==> config.mk <==
export PLATFORM = sky130hd
export DESIGN_NAME = rb_ctrl
export DESIGN_NICKNAME = d
export VERILOG_FILES = /design/src/rtl/rb_ctrl.sv
export SDC_FILE = /design/constraint.sdc
export NUM_CORES = 1
export LEC_CHECK = 0
export CAP_MARGIN = 15
export CORE_UTILIZATION = 41
export DETAILED_ROUTE_END_ITERATION = 6
export PLACE_DENSITY = 0.8
export SYNTH_ARGS = -nofsm -noshare
export SYNTH_HDL_FRONTEND = slang
export SYNTH_SLANG_ARGS = --single-unit
==> constraint.sdc <==
create_clock -name clk -period 2.4 [get_ports clk]
set_clock_uncertainty 0.15 [all_clocks]
set_input_delay 0.72 -clock clk [delete_from_list [all_inputs] [get_ports clk]]
set_output_delay 0.72 -clock clk [all_outputs]
set_load 0.1 [all_outputs]
==> src/rtl/rb_ctrl.sv <==
// rb_ctrl: one-instruction-at-a-time sequencer between the instruction
// stream, the rb register bank, and the execute stage.
module rb_ctrl #(
    parameter int DW = 16,
    parameter int RW = 4
) (
    input  logic            clk,
    input  logic            rst,
    input  logic            instr_valid,
    output logic            instr_ready,
    input  logic [15:0]     instr,
    output logic [3*RW-1:0] rs_out,
    output logic            rw_out,
    output logic [DW-1:0]   d_out,
    input  logic [DW-1:0]   a_in,
    input  logic [DW-1:0]   b_in,
    output logic            op_valid,
    input  logic            op_ready,
    output logic [3:0]      op_code,
    output logic [DW-1:0]   op_a,
    output logic [DW-1:0]   op_b,
    input  logic            res_valid,
    output logic            res_ready,
    input  logic [DW-1:0]   res_data,
    output logic [15:0]     retired
);

    typedef enum logic [2:0] {
        S_IDLE  = 3'd0,
        S_READ  = 3'd1,
        S_ISSUE = 3'd2,
        S_WAIT  = 3'd3,
        S_WRITE = 3'd4
    } state_t;

    localparam logic [3:0] OP_NOP = 4'h0;
    localparam logic [3:0] OP_LDI = 4'hF;

    state_t             state_q, state_d;
    logic [3*RW-1:0]    rs_q, rs_d;
    logic [DW-1:0]      d_q, d_d;
    logic [3:0]         opc_q, opc_d;
    logic [DW-1:0]      opa_q, opa_d;
    logic [DW-1:0]      opb_q, opb_d;
    logic [15:0]        ret_q, ret_d;
    logic               rw_q;

    // Handshake outputs depend on state only, never on inputs.
    assign instr_ready = (state_q == S_IDLE);
    assign op_valid    = (state_q == S_ISSUE);
    assign res_ready   = (state_q == S_WAIT);

    assign rs_out  = rs_q;
    assign rw_out  = rw_q;
    assign d_out   = d_q;
    assign op_code = opc_q;
    assign op_a    = opa_q;
    assign op_b    = opb_q;
    assign retired = ret_q;

    // Next-state and datapath register updates.
    always_comb begin
        state_d = state_q;
        rs_d    = rs_q;
        d_d     = d_q;
        opc_d   = opc_q;
        opa_d   = opa_q;
        opb_d   = opb_q;
        ret_d   = ret_q;
        case (state_q)
            S_IDLE: begin
                if (instr_valid) begin
                    rs_d = instr[3*RW-1:0];
                    if (instr[15:12] == OP_NOP) begin
                        ret_d = ret_q + 16'd1;
                    end else if (instr[15:12] == OP_LDI) begin
                        d_d     = {{(DW-8){1'b0}}, instr[7:0]};
                        state_d = S_WRITE;
                    end else begin
                        opc_d   = instr[15:12];
                        state_d = S_READ;
                    end
                end
            end
            S_READ: begin
                // Operands sampled before any write, so rd may alias ra/rb.
                opa_d   = a_in;
                opb_d   = b_in;
                state_d = S_ISSUE;
            end
            S_ISSUE: begin
                if (op_ready) state_d = S_WAIT;
            end
            S_WAIT: begin
                if (res_valid) begin
                    d_d     = res_data;
                    state_d = S_WRITE;
                end
            end
            S_WRITE: begin
                ret_d   = ret_q + 16'd1;
                state_d = S_IDLE;
            end
            default: state_d = S_IDLE;
        endcase
    end

    // State and output registers; write strobe is high exactly while in WRITE.
    always_ff @(posedge clk) begin
        if (rst) begin
            state_q <= S_IDLE;
            rs_q    <= '0;
            d_q     <= '0;
            opc_q   <= '0;
            opa_q   <= '0;
            opb_q   <= '0;
            ret_q   <= '0;
            rw_q    <= 1'b0;
        end else begin
            state_q <= state_d;
            rs_q    <= rs_d;
            d_q     <= d_d;
            opc_q   <= opc_d;
            opa_q   <= opa_d;
            opb_q   <= opb_d;
            ret_q   <= ret_d;
            rw_q    <= (state_d == S_WRITE);
        end
    end

endmodule

* Word-level counts from Yosys, hierarchy flattened *
Cells that the tools add are included.
W data, S select, Z words.

word-level totals
  output and inout bits = 84
  bits in latches = 0
  bits of input ports = 69
  flip-flop bits (word level) = 84
  memory bits (read-only) = 0
  memories = 0
  bits in writable memories = 0

operators by class
  divide/modulo/power cells = 0
  eq/ne operators = 11
  bitwise operators = 2
  $mul = 0
  multiplexer cells = 14
  shift operators = 0
  reductions and logical operators = 8
  add/sub/neg operators = 1
  $lt $le $gt $ge = 0

operator list
  kind                     count
  $mux W16                 6
  $pmux W16 S2             2
  $add A16 B1 Y16 const B  1
  $mux W3                  5
  $pmux W3 S4              1
  $eq A3 B2 Y1 const B     2
  $eq A3 B3 Y1 const B     2
  $ne A2 B2 Y1 const B     3
  $reduce_and A5 Y1        1
  $eq A4 B4 Y1 const B     1
  $logic_not A4 Y1         1
  $ne A2 B1 Y1 const B     2
  $reduce_and A4 Y1        1
  $reduce_bool A2 Y1       2
  $eq A3 B1 Y1 const B     1
  $logic_not A3 Y1         1
  $reduce_and A3 Y1        1
  $not A1 Y1               2
  $reduce_and A2 Y1        1

* Logic depth before layout (Yosys ltp) *
  depth in word-level cells = 6
  mapped depth = 7
  gate-level depth less buffers = 4

* Worst setup path after synthesis *
Ideal clock, no wire load.

  kind = register -> output
  start = reg state_q[1]
  end = out op_valid
  data required time = 1530 ps
  arrival time = 2807 ps
  slack = -1277 ps
  stages on the path, launching flop included = 3
  path through = dfxtp_1 -> buf_2 -> nor3b_1

on the way
  word-level cells in the longest chain between the ends = 1

RTL lines
  item                    line  text
  start, declared         39    state_t state_q, state_d;
  start signal, assigned  120   state_q <= state_d;
  $eq A3 B2 Y1            50    assign op_valid = (state_q == S_ISSUE);
  end, declared           17    output logic op_valid,

No other way between the ends.

* Final worst setup path *
  start = in instr_valid
  end = reg d_q[6], in the netlist d_out[6]

on the way
  word-level cells in the longest chain between the ends = 2

RTL lines
  item                                line  text
  start, declared                     9     input logic instr_valid,
  $ne A2 B2 Y1 (no source line)       --
  $reduce_and A5 Y1 (no source line)  --
  end signal, assigned                113   d_q <= '0;
  end signal, assigned                122   d_q <= d_d;
  end, declared                       41    logic [DW-1:0] d_q, d_d;

No other way between the ends.
A chain may end at the register's enable or synchronous reset.

==> flow_summary.rst <==
.. list-table::
   :header-rows: 1

   * - Metric
     - Value
   * - Area of the core region
     - 7690 um2
   * - DIE HEIGHT
     - 91.1 um
   * - Clk Latency, worst-skew pair
     - 340 ps
   * - Critical Path Sink Type
     - register
   * - Final GP Congestion
     - 0.877
   * - Type of element launching the critical path
     - input port
   * - Count of routing violations after the opening detailed-route iteration
     - 161
   * - Overflow after GRT
     - 0
   * - Data arrival time at the worst-slack endpoint
     - 2420 ps
   * - Routed length on met1
     - 4.09 mm
   * - Number of buffers added on ports
     - 152
   * - Layout Area Growth over Synthesis
     - 59.1%
   * - Top post-synthesis cells by area
     - dfxtp_1, nand2_1, a21oi_1
   * - Power Internal
     - 2320 uW
   * - Leakage power
     - 0.00205 uW
   * - Setup repair after global routing missed its margin
     - false
   * - Top-area cell type share of the netlist area
     - 0.516
   * - Number of enable-type register cells in the synthesized netlist
     - 0
   * - Most frequent cells in the layout
     - nand2_1, buf_4, dfxtp_1, a21oi_1, clkdlybuf4s50_1
   * - Post-Synthesis Cells
     - 390
   * - Critical path start-end classification
     - in -> reg
   * - Final hold vios
     - 0
   * - Most common flop cell mapped by yosys
     - dfxtp_1
   * - Crit path required time
     - 2500 ps
   * - Pins over their slew limit
     - 0
   * - Detail Route met3 WL
     - 596 um
   * - Rows
     - 32
   * - Maxcap violations
     - 0
   * - Slew margin rel.
     - 0.553
   * - Library cell with the largest summed area after synthesis
     - dfxtp_1
   * - Post-CTS clock slew at the launch and capture registers of the worst setup and hold paths
     - 90 ps
   * - Wire length of the first global-routing pass
     - 15.3 mm
   * - WL per Instance
     - 14.2 um
   * - Worst Hold Margin
     - 307 ps
   * - Reg power frac
     - 0.420
   * - Number of synthesized register bits
     - 84
   * - Peak supply drop
     - 0.000428 V
   * - Via count of the first global-routing pass
     - 3261
   * - Worst hold path type
     - reg -> reg
   * - Sink Count
     - 84
   * - Met2 Wirelength
     - 4.51 mm
   * - Routed Antenna Nets
     - 0
   * - Final Critical Period
     - 2320 ps
   * - Clock root buffer
     - clkbuf_8
   * - Portion of the clock cycle consumed by the worst path in the final layout
     - 0.968
   * - Post-Synthesis Cell Area
     - 3260 um2
   * - Count of fill cells added during filler insertion
     - 624
   * - Largest net degree at the start of global routing
     - 42
   * - Most frequent standard cell in the layout excluding fill and tap cells
     - nand2_1
   * - Post-detailed-route via-to-cell ratio
     - 5.23
   * - Final WL
     - 9.34 mm
   * - Outcome
     - finished clean
   * - Fmax
     - 0.430 GHz
   * - Average footprint of a synthesized cell
     - 8.35 um2
   * - Worst slew pin tran
     - 670 ps
   * - Gr usage total
     - 0.226
   * - Final Instance Count excl. Fillers
     - 656
   * - Top Layer Used
     - met4
   * - Setup violation total in the final timing report
     - 0
   * - Logic gate share of total power
     - 0.280
   * - Fraction of the yosys area taken by sequential cells
     - 0.516
   * - Placed wire-length estimate after detailed placement
     - 6.82 mm
   * - Layout cell share with drive strength beyond 1
     - 0.249
   * - Area of the die
     - 8300 um2
   * - Synthesized net count
     - 460
   * - Die extent in x
     - 91.1 um
   * - Pwr dens
     - 691 nW/um2
   * - Detailed-router iteration count before antenna repair
     - 4
   * - Switching share of power
     - 0.352
   * - Clock tree from TritonCTS
     - done
   * - Vias post-DR
     - 3433
   * - Number of clock buffers inserted by TritonCTS
     - 9
   * - Sw Pwr
     - 1260 uW
   * - Synth async-reset ratio
     - 0
   * - Largest buffer count on any clock path
     - 2
   * - Largest fanout on the critical path
     - 12
   * - Initial standard-cell utilization of the core
     - 0.424
   * - Yosys cell types
     - 37
   * - Number of placed instances with taps included
     - 640
   * - Part of the total power dissipated in the clock network
     - 0.300
   * - Initial antenna violation count
     - 0
   * - Nets@finish
     - 619
   * - Synthesis warning total
     - 0
   * - Total inserted antenna cells
     - 0
   * - Number of levels in the clock H-tree
     - 3
   * - Detailed-route DRC error count
     - 0
   * - I/O pin total
     - 153
[critical path, cell delays in order]
cell and delay, ps:
clkdlybuf4s50_1 490, or4b_4 500, o21ai_4 240, buf_12 170, nor2_1 50, a311oi_1 250
[layout make-up]
type | instances | area (um2) | area share
inverters | 2 | 7.51 | 0.00145
clock inverters | 4 | 55.1 | 0.0106
multi-input cells | 279 | 1500 | 0.289
clock buffers | 12 | 165 | 0.0319
flip-flops and latches | 84 | 1690 | 0.326
well taps | 102 | 128 | 0.0246
repair buffers | 173 | 1640 | 0.317
[timing repair]
item	in CTS	in global routing
pin swaps	1	2
hold buffers	0	0
setup endpoints to repair	5	7
resized for setup	2	3
buffers inserted	0	0
[power by group through the flow]
| stage | registers, uW | logic [uW] | clock network, uW |
|---|---|---|---|
| final | 1500 | 1000 | 1070 |
| after global routing | 1510 | 1050 | 1160 |
| after CTS | 1500 | 1000 | 1090 |
| after detailed placement | 1540 | 1000 | 0 |
| after global placement | 1530 | 993 | 0 |
| after floorplan | 1990 | 233 | 0 |
[path summary, 6_finish.rpt]
kind | from | to | slack [ps] | depth (start not counted)
worst max-delay path | instr_valid | d_out[6] | 80 | 6
worst min register to register | op_b[10] | op_b[10] | 310 | 2
worst max register to register | state_q[0] | retired[13] | 370 | 5
worst min-delay path | op_b[10] | op_b[10] | 310 | 2
[layer usage]
metal  up-vias  track usage
met5         -            0
met4         0       0.0741
met3        13       0.0645
met2       124        0.364
met1      1613        0.291
li1       1683            -
[kinds of logic after synthesis]
family,count (synthesis),synth area share
adder cells (fa/ha/maj),1,0.00384
buffers and inverters,27,0.0338
AO/OA/AOI/OAI,97,0.180
AND/OR/NAND/NOR,178,0.257
XOR/XNOR,1,0.00269
multiplexers,2,0.00653
flip-flops,84,0.516
[sequential cells by signal, summed over array words and instances (netlist names)]
name     cells
d_out       16
op_a        16
op_b        16
retired     16
rs_out      12
op_code      4
state_q      3
rw_out       1
[cells in the mapped netlist, types with 2 or more instances]
cell type and count:
a311oi_1 8, o31ai_1 10, o21ai_0 4, nand4_1 6, or4_1 11, nor2_1 16
or3_1 3, nor3b_1 3, clkbuf_1 18, nand3_1 10, dfxtp_1 84, a21oi_1 63
buf_2 7, nand2_1 113, a31oi_1 2, a22o_1 8, and2_1 3, nand3b_1 2
[through the flow]
step	power [uW]	setup slack [ps]	area, um2	util	TNS, ps
floorplan	2220	-45.6	3290	-	-45.6
global placement	2520	-306	4960	0.645	-7240
detailed placement	2540	-384	4960	0.645	-9000
CTS	3600	24.5	5170	0.673	0
global route	3720	20.6	5180	0.674	0
finish	3580	76.0	5180	0.674	0
No activity file was read; power rests on OpenSTA's default activity.
